$ cat src/rtl/adat_pkg.sv
// Shared ADAT frame constants and sample/frame types for the transmit path.
package adat_pkg;

  localparam int unsigned ADAT_NUM_CH     = 8;
  localparam int unsigned ADAT_SAMPLE_W   = 24;
  localparam int unsigned ADAT_FRAME_CLKS = 2048;
  localparam int unsigned ADAT_CNT_W      = 16;

  typedef logic signed [ADAT_SAMPLE_W-1:0] adat_sample_t;
  typedef adat_sample_t [0:ADAT_NUM_CH-1]  adat_frame_t;

endpackage

$ cat src/rtl/adat_frame_timer.sv
// Frame pacing timer for the ADAT transmitter.
// Ports:
//   clk, reset_n : clock, asynchronous active-low reset
//   enable       : run the timer; low holds the counter at 0
//   boundary_c   : combinational strobe, high on the last cycle of a frame
//   start        : registered frame-load pulse, one cycle after each boundary
module adat_frame_timer #(
  parameter int unsigned FRAME_CLKS = 2048
) (
  input  logic clk,
  input  logic reset_n,
  input  logic enable,
  output logic boundary_c,
  output logic start
);

  localparam int unsigned CW = (FRAME_CLKS > 2) ? $clog2(FRAME_CLKS) : 1;
  localparam logic [CW-1:0] LAST = CW'(FRAME_CLKS - 1);

  logic [CW-1:0] cnt_q;
  logic [CW-1:0] cnt_d;

  // Counter advance and wrap; idle forces it back to 0
  always_comb begin
    cnt_d      = '0;
    boundary_c = enable && (cnt_q == LAST);
    if (enable && !boundary_c) begin
      cnt_d = cnt_q + CW'(1);
    end
  end

  // Counter and start pulse registers
  always_ff @(posedge clk or negedge reset_n) begin
    if (!reset_n) begin
      cnt_q <= '0;
      start <= 1'b0;
    end else begin
      cnt_q <= cnt_d;
      start <= boundary_c;
    end
  end

endmodule

$ cat src/rtl/adat_tx_frame_scheduler.sv
// Frame sequencer for the ADAT transmit serializer: collects per-channel samples
// into a fill buffer and swaps it into a held output frame at each frame boundary.
// Ports:
//   clk, reset_n              : clock, asynchronous active-low reset
//   enable                    : run frame timer; low = idle, buffers cleared
//   s_valid/s_ready           : sample write handshake
//   s_chan, s_data            : target channel and sample value
//   timecode, midi, smux      : user bits, sampled at each frame boundary
//   start                     : one-cycle frame-load pulse to the serializer
//   audio_out                 : held frame samples, channel 0 first
//   ub_timecode/ub_midi/ub_smux : held user bits for the current frame
//   underrun                  : pulse with start when the frame was incomplete
//   underrun_count            : saturating count of underruns
module adat_tx_frame_scheduler
  import adat_pkg::*;
#(
  parameter int unsigned NUM_CH     = ADAT_NUM_CH,
  parameter int unsigned SAMPLE_W   = ADAT_SAMPLE_W,
  parameter int unsigned FRAME_CLKS = ADAT_FRAME_CLKS,
  parameter int unsigned CNT_W      = ADAT_CNT_W,
  localparam int unsigned CH_W      = (NUM_CH > 1) ? $clog2(NUM_CH) : 1
) (
  input  logic                               clk,
  input  logic                               reset_n,
  input  logic                               enable,
  input  logic                               s_valid,
  output logic                               s_ready,
  input  logic [CH_W-1:0]                    s_chan,
  input  logic signed [SAMPLE_W-1:0]         s_data,
  input  logic                               timecode,
  input  logic                               midi,
  input  logic                               smux,
  output logic                               start,
  output logic [0:NUM_CH-1][SAMPLE_W-1:0]    audio_out,
  output logic                               ub_timecode,
  output logic                               ub_midi,
  output logic                               ub_smux,
  output logic                               underrun,
  output logic [CNT_W-1:0]                   underrun_count
);

  logic boundary_c;

  adat_frame_timer #(
    .FRAME_CLKS (FRAME_CLKS)
  ) u_timer (
    .clk        (clk),
    .reset_n    (reset_n),
    .enable     (enable),
    .boundary_c (boundary_c),
    .start      (start)
  );

  logic [0:NUM_CH-1][SAMPLE_W-1:0] fill_q;
  logic [0:NUM_CH-1][SAMPLE_W-1:0] fill_d;
  logic [NUM_CH-1:0]               mask_q;
  logic [NUM_CH-1:0]               mask_d;
  logic [0:NUM_CH-1][SAMPLE_W-1:0] audio_d;
  logic                            ub_timecode_d;
  logic                            ub_midi_d;
  logic                            ub_smux_d;
  logic                            underrun_d;
  logic [CNT_W-1:0]                count_d;

  logic mask_full_c;
  logic chan_ok_c;
  logic handshake_c;

  assign mask_full_c = &mask_q;
  // Out-of-range channels complete the handshake but are discarded
  assign chan_ok_c   = 32'(s_chan) < 32'(NUM_CH);
  // Gated by reset_n so the port reads 0 throughout reset even with enable high
  assign s_ready     = reset_n && enable && !mask_full_c;
  assign handshake_c = s_valid && s_ready;

  // Buffer swap, mute-on-underrun, user-bit capture and sample writes
  always_comb begin
    fill_d        = fill_q;
    mask_d        = mask_q;
    audio_d       = audio_out;
    ub_timecode_d = ub_timecode;
    ub_midi_d     = ub_midi;
    ub_smux_d     = ub_smux;
    underrun_d    = 1'b0;
    count_d       = underrun_count;

    if (!enable) begin
      fill_d = '0;
      mask_d = '0;
    end else begin
      if (boundary_c) begin
        ub_timecode_d = timecode;
        ub_midi_d     = midi;
        ub_smux_d     = smux;
        if (mask_full_c) begin
          audio_d = fill_q;
          mask_d  = '0;
        end else begin
          // Incomplete frame: mute, keep partial buffer for the next boundary
          audio_d    = '0;
          underrun_d = 1'b1;
          if (underrun_count != {CNT_W{1'b1}}) begin
            count_d = underrun_count + CNT_W'(1);
          end
        end
      end
      // s_ready is low whenever a full-mask swap happens, so no write can collide
      if (handshake_c && chan_ok_c) begin
        fill_d[s_chan] = s_data;
        mask_d[s_chan] = 1'b1;
      end
    end
  end

  // State and output registers
  always_ff @(posedge clk or negedge reset_n) begin
    if (!reset_n) begin
      fill_q         <= '0;
      mask_q         <= '0;
      audio_out      <= '0;
      ub_timecode    <= 1'b0;
      ub_midi        <= 1'b0;
      ub_smux        <= 1'b0;
      underrun       <= 1'b0;
      underrun_count <= '0;
    end else begin
      fill_q         <= fill_d;
      mask_q         <= mask_d;
      audio_out      <= audio_d;
      ub_timecode    <= ub_timecode_d;
      ub_midi        <= ub_midi_d;
      ub_smux        <= ub_smux_d;
      underrun       <= underrun_d;
      underrun_count <= count_d;
    end
  end

endmodule

$ cat config.mk
export PLATFORM = sky130hd
export DESIGN_NAME = adat_tx_frame_scheduler
export DESIGN_NICKNAME = d
export VERILOG_FILES = /design/src/rtl/adat_pkg.sv /design/src/rtl/adat_frame_timer.sv /design/src/rtl/adat_tx_frame_scheduler.sv
export SDC_FILE = /design/constraint.sdc
export NUM_CORES = 1
export LEC_CHECK = 0
export ABC_CLOCK_PERIOD_IN_PS = 3300
export CELL_PAD_IN_SITES_DETAIL_PLACEMENT = 1
export CELL_PAD_IN_SITES_GLOBAL_PLACEMENT = 2
export CORE_MARGIN = 4
export CORE_UTILIZATION = 38
export CTS_CLUSTER_DIAMETER = 80
export DETAILED_ROUTE_END_ITERATION = 16
export PLACE_DENSITY = 0.83
export SYNTH_ARGS = -nofsm -noshare
export SYNTH_HDL_FRONTEND = slang
export SYNTH_HIERARCHICAL = 1
export SYNTH_SLANG_ARGS = --single-unit
$ cat constraint.sdc
create_clock -name clk -period 3.3 [get_ports clk]
set_clock_uncertainty 0.2 [all_clocks]
set_input_delay 0.66 -clock clk [delete_from_list [all_inputs] [get_ports clk]]
set_output_delay 0.66 -clock clk [all_outputs]
set_load 0.02 [all_outputs]
==> results of run 1 <==
==> cells by family (layout without fill, tap and decap cells) <==
| kind of cell | after synthesis | count (layout) | synth area share |
|---|---|---|---|
| xor+xnor | 18 | 18 | 0.00916 |
| buf+inv | 118 | 358 | 0.0438 |
| fa+ha+maj | 2 | 2 | 0.00145 |
| simple gates | 268 | 268 | 0.0967 |
| mux | 196 | 196 | 0.114 |
| compound gates | 223 | 223 | 0.118 |
| flops | 424 | 424 | 0.617 |
==> critical path, cell delays in order <==
cell	delay [ns]
sky130_fd_sc_hd__dlygate4sd3_1	0.56
sky130_fd_sc_hd__buf_8	0.20
sky130_fd_sc_hd__o211a_1	0.20
sky130_fd_sc_hd__clkdlybuf4s50_1	0.61
==> cell type report <==
type | instances | area share
clock inverters | 15 | 0.00777
multi-input cells | 707 | 0.271
clock buffers | 67 | 0.0636
flip-flops and latches | 424 | 0.491
repair buffers | 270 | 0.130
inverters | 6 | 0.00104
well taps | 592 | 0.0343
==> routing by layer <==
| layer | wire length (um) | global-route usage |
|---|---|---|
| met1 | 22400 | 0.277 |
| met4 | 790 | 0.0378 |
| met3 | 2570 | 0.0480 |
| met2 | 22400 | 0.307 |
| met5 | 0 | 0 |
==> metrics by stage <==
step | instance area, um^2 | util | worst slack (ns)
global route | 21600 | 0.485 | 0.106
finish | 21600 | 0.485 | 0.194
floorplan | 17200 | - | 0.829
CTS | 21600 | 0.485 | 0.152
global placement | 20000 | 0.450 | 0.429
detailed placement | 20000 | 0.450 | 0.347
==> placed cells by master (no fill, tap or decap), types with 2 or more instances in the layout <==
cell,Yosys,final
sky130_fd_sc_hd__o21ai_0,2,2
sky130_fd_sc_hd__nand4_1,4,4
sky130_fd_sc_hd__buf_4,12,9
sky130_fd_sc_hd__nand3_1,6,6
sky130_fd_sc_hd__nor2_1,8,8
sky130_fd_sc_hd__inv_1,5,5
sky130_fd_sc_hd__nor4_1,7,7
sky130_fd_sc_hd__nor2b_1,194,194
sky130_fd_sc_hd__a21oi_1,5,5
sky130_fd_sc_hd__xor2_1,17,17
sky130_fd_sc_hd__dfrtp_1,424,424
sky130_fd_sc_hd__clkbuf_1,44,9
sky130_fd_sc_hd__or3_1,3,3
sky130_fd_sc_hd__clkinv_2,0,9
sky130_fd_sc_hd__and4_1,3,3
sky130_fd_sc_hd__a21boi_1,8,8
sky130_fd_sc_hd__buf_12,12,13
sky130_fd_sc_hd__a22o_1,192,192
sky130_fd_sc_hd__nor3_1,5,5
sky130_fd_sc_hd__mux2_1,4,4
sky130_fd_sc_hd__and2_1,2,2
sky130_fd_sc_hd__ha_1,2,2
sky130_fd_sc_hd__nand4_4,2,2
sky130_fd_sc_hd__clkbuf_8,0,10
sky130_fd_sc_hd__bufinv_16,0,3
sky130_fd_sc_hd__nand2_1,19,18
sky130_fd_sc_hd__o211ai_4,8,8
sky130_fd_sc_hd__clkdlybuf4s50_1,0,245
sky130_fd_sc_hd__or4_1,3,3
sky130_fd_sc_hd__nor4b_1,2,2
sky130_fd_sc_hd__clkbuf_16,0,48
sky130_fd_sc_hd__nor3b_1,2,2
sky130_fd_sc_hd__mux2i_1,192,192
sky130_fd_sc_hd__o31ai_1,4,4
==> final timing paths <==
path	endpoint	slack [ns]
worst max-delay path	s_ready	0.19
worst min-delay path	fill_q[46]	0.23
worst max register to register	underrun_count[1]	0.48
worst min register to register	u_timer/cnt_q[0]	0.27
max in group asynchronous	audio_out[177]	0.82
min in group asynchronous	audio_out[71]	0.31
==> registers in the layout (all words and copies together) (netlist names) <==
signal          flops
underrun            1
ub_smux             1
ub_midi             1
ub_timecode         1
audio_out         192
fill_q            192
u_timer/start       1
mask_q              8
u_timer/cnt_q      11
underrun_count     16
==> power groups by stage <==
stage	sequential [mW]	clock [mW]	combinational (mW)
3_3_place_gp	5.33	0	0.374
2_1_floorplan	5.33	0	0.156
4_1_cts	5.23	5.39	0.382
5_1_grt	5.23	5.63	0.408
3_5_place_dp	5.33	0	0.379
6_report	5.23	5.25	0.370
==> out/qor.csv, run 1 <==
metric,value,unit
detailedRoute.firstPassIterationCount,5,
critical_path_required,2.44,ns
vdd_ir_drop_max,0.404,mV
p_total,10.9,mW
multi_input_comb_area,5860,um^2
area_delta_synth_final,25.4,%
layoutNonFillerInstCount,2081,
regToRegStartpoint,u_timer/cnt_q[0],
count_of_vias_placed_by_the_detailed_router,11000,
power.share.clock,0.484,
floorplan.die.height,221,um
n_antenna_cell,0,
period_minus_slack,3.11,ns
status,"complete, no violations",
ff2ff_path_depth,8,
cts-hold-fix-buffers,1,
synth_commonest_cells,"424 x sky130_fd_sc_hd__dfrtp_1, 194 x sky130_fd_sc_hd__nor2b_1, 192 x sky130_fd_sc_hd__a22o_1, 192 x sky130_fd_sc_hd__mux2i_1, 44 x sky130_fd_sc_hd__clkbuf_1",
drt_iter0_drc,665,
synth-seq-cells,424,
post-cts-setup-buffers,0,
instance_count_of_the_mapped_netlist,1249,
critical_path.startpoint,reset_n,
insertion_delay,0.58,ns
synth.avg_cell_area,13.8,um^2
placed_cells_incl_taps,1998,
synth.largest_area_cell,sky130_fd_sc_hd__dfrtp_1,
worstSetupPathType,primary input to output port,
num_rows,77,
synth_edf_count,0,
dieArea,48800,um^2
max_capacitance_violation_count,0,
route.detailed.wl_per_inst,23.2,um
ctsRootBufferMaster,sky130_fd_sc_hd__clkbuf_16,
power.sequential.fraction,0.482,
finalSetupViolCount,0,
swShare,0.221,
synth_nets,1285,
port-buffer-count,247,
worst-slew-pin-transition,1.04,ns
power_density,503,nW/um^2
antenna_found_initial,0,
synth_async_sr_flop_share,1.00,
tns,0,ns
drcViolationCount,0,
finalWeightedCongestion,0.794,
initial_utilization,0.387,
synthDominantCellAreaShare,0.617,
seq_area_frac_synth,0.617,
p_leak,10.9,nW
slew_violations,0,
synthDistinctLibCells,47,
ys_dominant_reg_cell,sky130_fd_sc_hd__dfrtp_1,
die_x,221,um
routed_wl,48200,um
nets,1492,
clkSinkCount,424,
worst_setup_path_start_kind,primary input,
clk_pin_slew_worst_paths,0.06,ns
hold_path_startpoint,enable,
max_freq,322,MHz
critical_path_peak_fanout,21,
cts-root-to-sink-buffers,3,
cts_buffers,47,
placeableCoreArea,44500,um^2
synth.area.top_cells,"sky130_fd_sc_hd__dfrtp_1 62%, sky130_fd_sc_hd__mux2i_1 11%, sky130_fd_sc_hd__a22o_1 9.8%, sky130_fd_sc_hd__nor2b_1 7.1%, sky130_fd_sc_hd__buf_12 1.4%",
fin_worst_hold_slack,0.234,ns
tritoncts,done,
synth.cell_area,17200,um^2
design.portCount,248,
fill_cells,4488,
grt_pass1_vias,12000,
setup_repair_after_global_routing_missed_its_margin,false,
hold_violation_count_in_the_final_report,0,
grt_start_max_net_pins,193,
post-synth-top-count-cell,sky130_fd_sc_hd__dfrtp_1,
cp_data_arrival_time,2.25,ns
postCtsResizedCells,0,
worstSetupEndpointType,output port,
final.period_utilization,0.941,
drive_above_1_share,0.0779,
number_of_levels_in_the_clock_h_tree,2,
global_route.overflow_total,0,
final-seq-area,10600,um^2
pwr-share-comb,0.034,
intPower,8.46,mW
postRouteAntennaNets,0,
holdPathStages,2,
detailed_place_hpwl,29500,um
power.net_switching,2.40,mW
grt_util_all_layers,0.194,
vias_per_cell,5.26,
timing.max_slew.rel_slack,0.307,
grt_pass1_wl,75500,um
hp-class,primary input to register,
yosys_warnings,6,
(Power assumes the default switching activity.)
==> run 2: changes to the inputs <==
--- a/config.mk
+++ b/config.mk
@@ -5,14 +5,14 @@
 export SDC_FILE = /design/constraint.sdc
 export NUM_CORES = 1
 export LEC_CHECK = 0
-export ABC_CLOCK_PERIOD_IN_PS = 3300
+export ABC_CLOCK_PERIOD_IN_PS = 2700
 export CELL_PAD_IN_SITES_DETAIL_PLACEMENT = 1
 export CELL_PAD_IN_SITES_GLOBAL_PLACEMENT = 2
 export CORE_MARGIN = 4
-export CORE_UTILIZATION = 38
+export CORE_UTILIZATION = 34
 export CTS_CLUSTER_DIAMETER = 80
 export DETAILED_ROUTE_END_ITERATION = 16
-export PLACE_DENSITY = 0.83
+export PLACE_DENSITY = 0.79
 export SYNTH_ARGS = -nofsm -noshare
 export SYNTH_HDL_FRONTEND = slang
 export SYNTH_HIERARCHICAL = 1
==> constraint.sdc (replaced) <==
create_clock -name clk -period 2.7 [get_ports clk]
set_clock_uncertainty 0.2 [all_clocks]
set_input_delay 0.54 -clock clk [delete_from_list [all_inputs] [get_ports clk]]
set_output_delay 0.54 -clock clk [all_outputs]
set_load 0.02 [all_outputs]
==> run 2 against run 1 <==
Combinational power rose by 30%. Die area rose by 11%. Sequential power rose by 22%. Flip-flop and latch count did not move. First-iteration DRC count fell by 18%. Count of clock-buffer cells in the layout rose by 8. Critical path type unchanged. Largest power group unchanged.
==> out/qor.csv, run 2 (synthesis gave the netlist of run 1 again) <==
metric,value,unit,change
status,"complete, no violations",,
top_regs,"audio_out (192), fill_q (192), underrun_count (16)",,
critical-path-slowest-cell,sky130_fd_sc_hd__dlygate4sd3_1,,
design.portCount,248,,unchanged
die_x,233,um,+5.5%
routed_wl,51000,um,+5.7%
finalWeightedCongestion,0.800,,+0.73%
layout_common_cells,"424 x sky130_fd_sc_hd__dfrtp_1, 244 x sky130_fd_sc_hd__clkdlybuf4s50_1, 194 x sky130_fd_sc_hd__nor2b_1",,
final.period_utilization,0.944,,
power.sequential.fraction,0.475,,-0.007
worst_path_largest_cell_delay,0.56,ns,-0.05 ns
finalSetupViolCount,0,,unchanged
max_freq,392,MHz,
hp-class,primary input to register,,
drt_iter0_drc,544,,-18%
drcViolationCount,0,,unchanged
setup_repair_after_global_routing_missed_its_margin,false,,
postRouteAntennaNets,0,,unchanged
power.net_switching,3.02,mW,+26%
antenna_found_initial,1,,+1
power_density,611,nW/um^2,+22%
postLayoutSetupSlackWorst,0.150,ns,-0.0438 ns
detailed_place_hpwl,31900,um,+8.1%
worst_setup_path_start_kind,primary input,,
post-cts-setup-buffers,0,,unchanged
nets,1519,,+1.8%
critical_path_required,1.96,ns,-0.48 ns
power.share.clock,0.489,,+0.005
tritoncts,done,,
tns,0,ns,unchanged
num_rows,82,,+6.5%
drive_above_1_share,0.0940,,+0.0161
placed_area,20400,um^2,+1.9%
max_capacitance_violation_count,0,,unchanged
initial_utilization,0.344,,-0.0429
cts_buffers,49,,+4.3%
n_antenna_cell,0,,unchanged
area_delta_synth_final,27.9,%,
layout_commonest_cell,sky130_fd_sc_hd__dfrtp_1,,
pwr-share-comb,0.036,,+0.002
worstSetupEndpointType,output port,,
p_leak,11.1,nW,+1.6%
vias_per_cell,5.06,,-3.9%
worstPathBufferInverterCount,3,,unchanged
cp_data_arrival_time,1.81,ns,-0.44 ns
intPower,10.4,mW,+23%
top_family_by_delay_on_critical_path,buffers and inverters,,
dieArea,54300,um^2,+11%
worst_setup_slack_before_clock_tree_synthesis,0.0636,ns,-0.283 ns
count_of_vias_placed_by_the_detailed_router,11100,,+1.3%
final_area,22000,um^2,+2.0%
ctsRootBufferMaster,sky130_fd_sc_hd__clkbuf_16,,
clk_pin_slew_worst_paths,0.05,ns,about the same
hold_violation_count_in_the_final_report,0,,unchanged
worstSetupPathType,primary input to output port,,
critical_path_peak_fanout,7,,-67%
clkSinkCount,424,,unchanged
route.detailed.wl_per_inst,23.2,um,+0.33%
vdd_ir_drop_max,0.390,mV,-3.3%
grt_pass1_vias,12200,,+1.3%
critical_path.cell_chain,dlygate4sd3_1 > buf_8 > o211a_1 > dlygate4sd2_1,,
worst-slew-pin-transition,0.907,ns,-0.132 ns
grt_start_max_net_pins,169,,-12%
fill_cells,5173,,+15%
number_of_levels_in_the_clock_h_tree,2,,unchanged
insertion_delay,0.57,ns,about the same
timing.max_slew.rel_slack,0.395,,+0.0879
placeableCoreArea,50100,um^2,+12%
grt_pass1_wl,77700,um,+2.9%
cts-root-to-sink-buffers,3,,unchanged
global_route.overflow_total,0,,unchanged
grt_util_all_layers,0.187,,-0.00772
slew_violations,0,,unchanged
swShare,0.225,,+0.00332
period_minus_slack,2.55,ns,
floorplan.die.height,233,um,+5.5%
detailedRoute.firstPassIterationCount,4,,-1
port-buffer-count,247,,unchanged
==> run 2: cell count changes in the layout (fill, tap and decap cells not counted), moves of 2 or more <==
| cell | change |
|---|---|
| sky130_fd_sc_hd__buf_12 | +7 |
| sky130_fd_sc_hd__buf_4 | +18 |
| sky130_fd_sc_hd__clkbuf_16 | +2 |
| sky130_fd_sc_hd__clkbuf_1 | +5 |
==> run 2: timing repair <==
item	4_1_cts	5_1_grt
hold buffers	1	0
gates resized for setup	1	0
endpoints found under the hold margin	231	0
endpoints found under the setup margin	1	0
==> run 2: area by class of cell <==
class | instances | area, um^2 | area share
inverters | 6 | 22.5 | 0.00102
clock buffers | 75 | 1460 | 0.0661
flip-flops and latches | 424 | 10600 | 0.482
repair buffers | 295 | 3090 | 0.140
well taps | 672 | 841 | 0.0382
multi-input cells | 707 | 5860 | 0.266
clock inverters | 14 | 140 | 0.00636
==> run 2: per-layer routing <==
metal / up-vias / track usage / share of wire
met5: - / 0 / 0
met4: 0 / 0.0467 / 0.018
met3: 62 / 0.0438 / 0.071
met2: 244 / 0.289 / 0.46
met1: 5901 / 0.265 / 0.45
li1: 4893 / - / -
==> run 2: worst min-delay path, cell delays in order <==
cell,delay (ns)
sky130_fd_sc_hd__buf_6,0.12
sky130_fd_sc_hd__nand2_1,0.07
sky130_fd_sc_hd__nor4_1,0.05
sky130_fd_sc_hd__buf_4,0.15
==> run 2: path summary, 6_finish.rpt <==
path | startpoint | slack, ns | endpoint | cells past startpoint
max | reset_n | 0.15 | s_ready | 4
min | enable | 0.22 | u_timer/start | 4
max reg2reg | u_timer/cnt_q[0] | 0.16 | audio_out[69] | 9
min reg2reg | u_timer/cnt_q[0] | 0.27 | u_timer/cnt_q[0] | 1
max in group asynchronous | reset_n | 0.59 | u_timer/cnt_q[9] | 4
min in group asynchronous | reset_n | 0.49 | fill_q[23] | 3
==> run 2: per-stage QoR <==
stage,power (mW),util,instances,hold WS (ns)
after floorplan,6.70,-,1249,0.0444
after global placement,7.00,0.408,2103,0.244
after detailed placement,7.01,0.408,2103,0.261
after CTS,13.7,0.440,2193,0.182
after global routing,14.0,0.440,2193,0.210
final,13.5,0.440,2193,0.220
==> run 2: power by group through the flow <==
| stage | Combinational [mW] | Clock, mW | Sequential [mW] |
|---|---|---|---|
| 3_5_place_dp | 0.500 | 0 | 6.51 |
| 6_report | 0.482 | 6.58 | 6.40 |
| 4_1_cts | 0.502 | 6.77 | 6.40 |
| 3_3_place_gp | 0.490 | 0 | 6.51 |
| 2_1_floorplan | 0.191 | 0 | 6.51 |
| 5_1_grt | 0.532 | 7.04 | 6.40 |
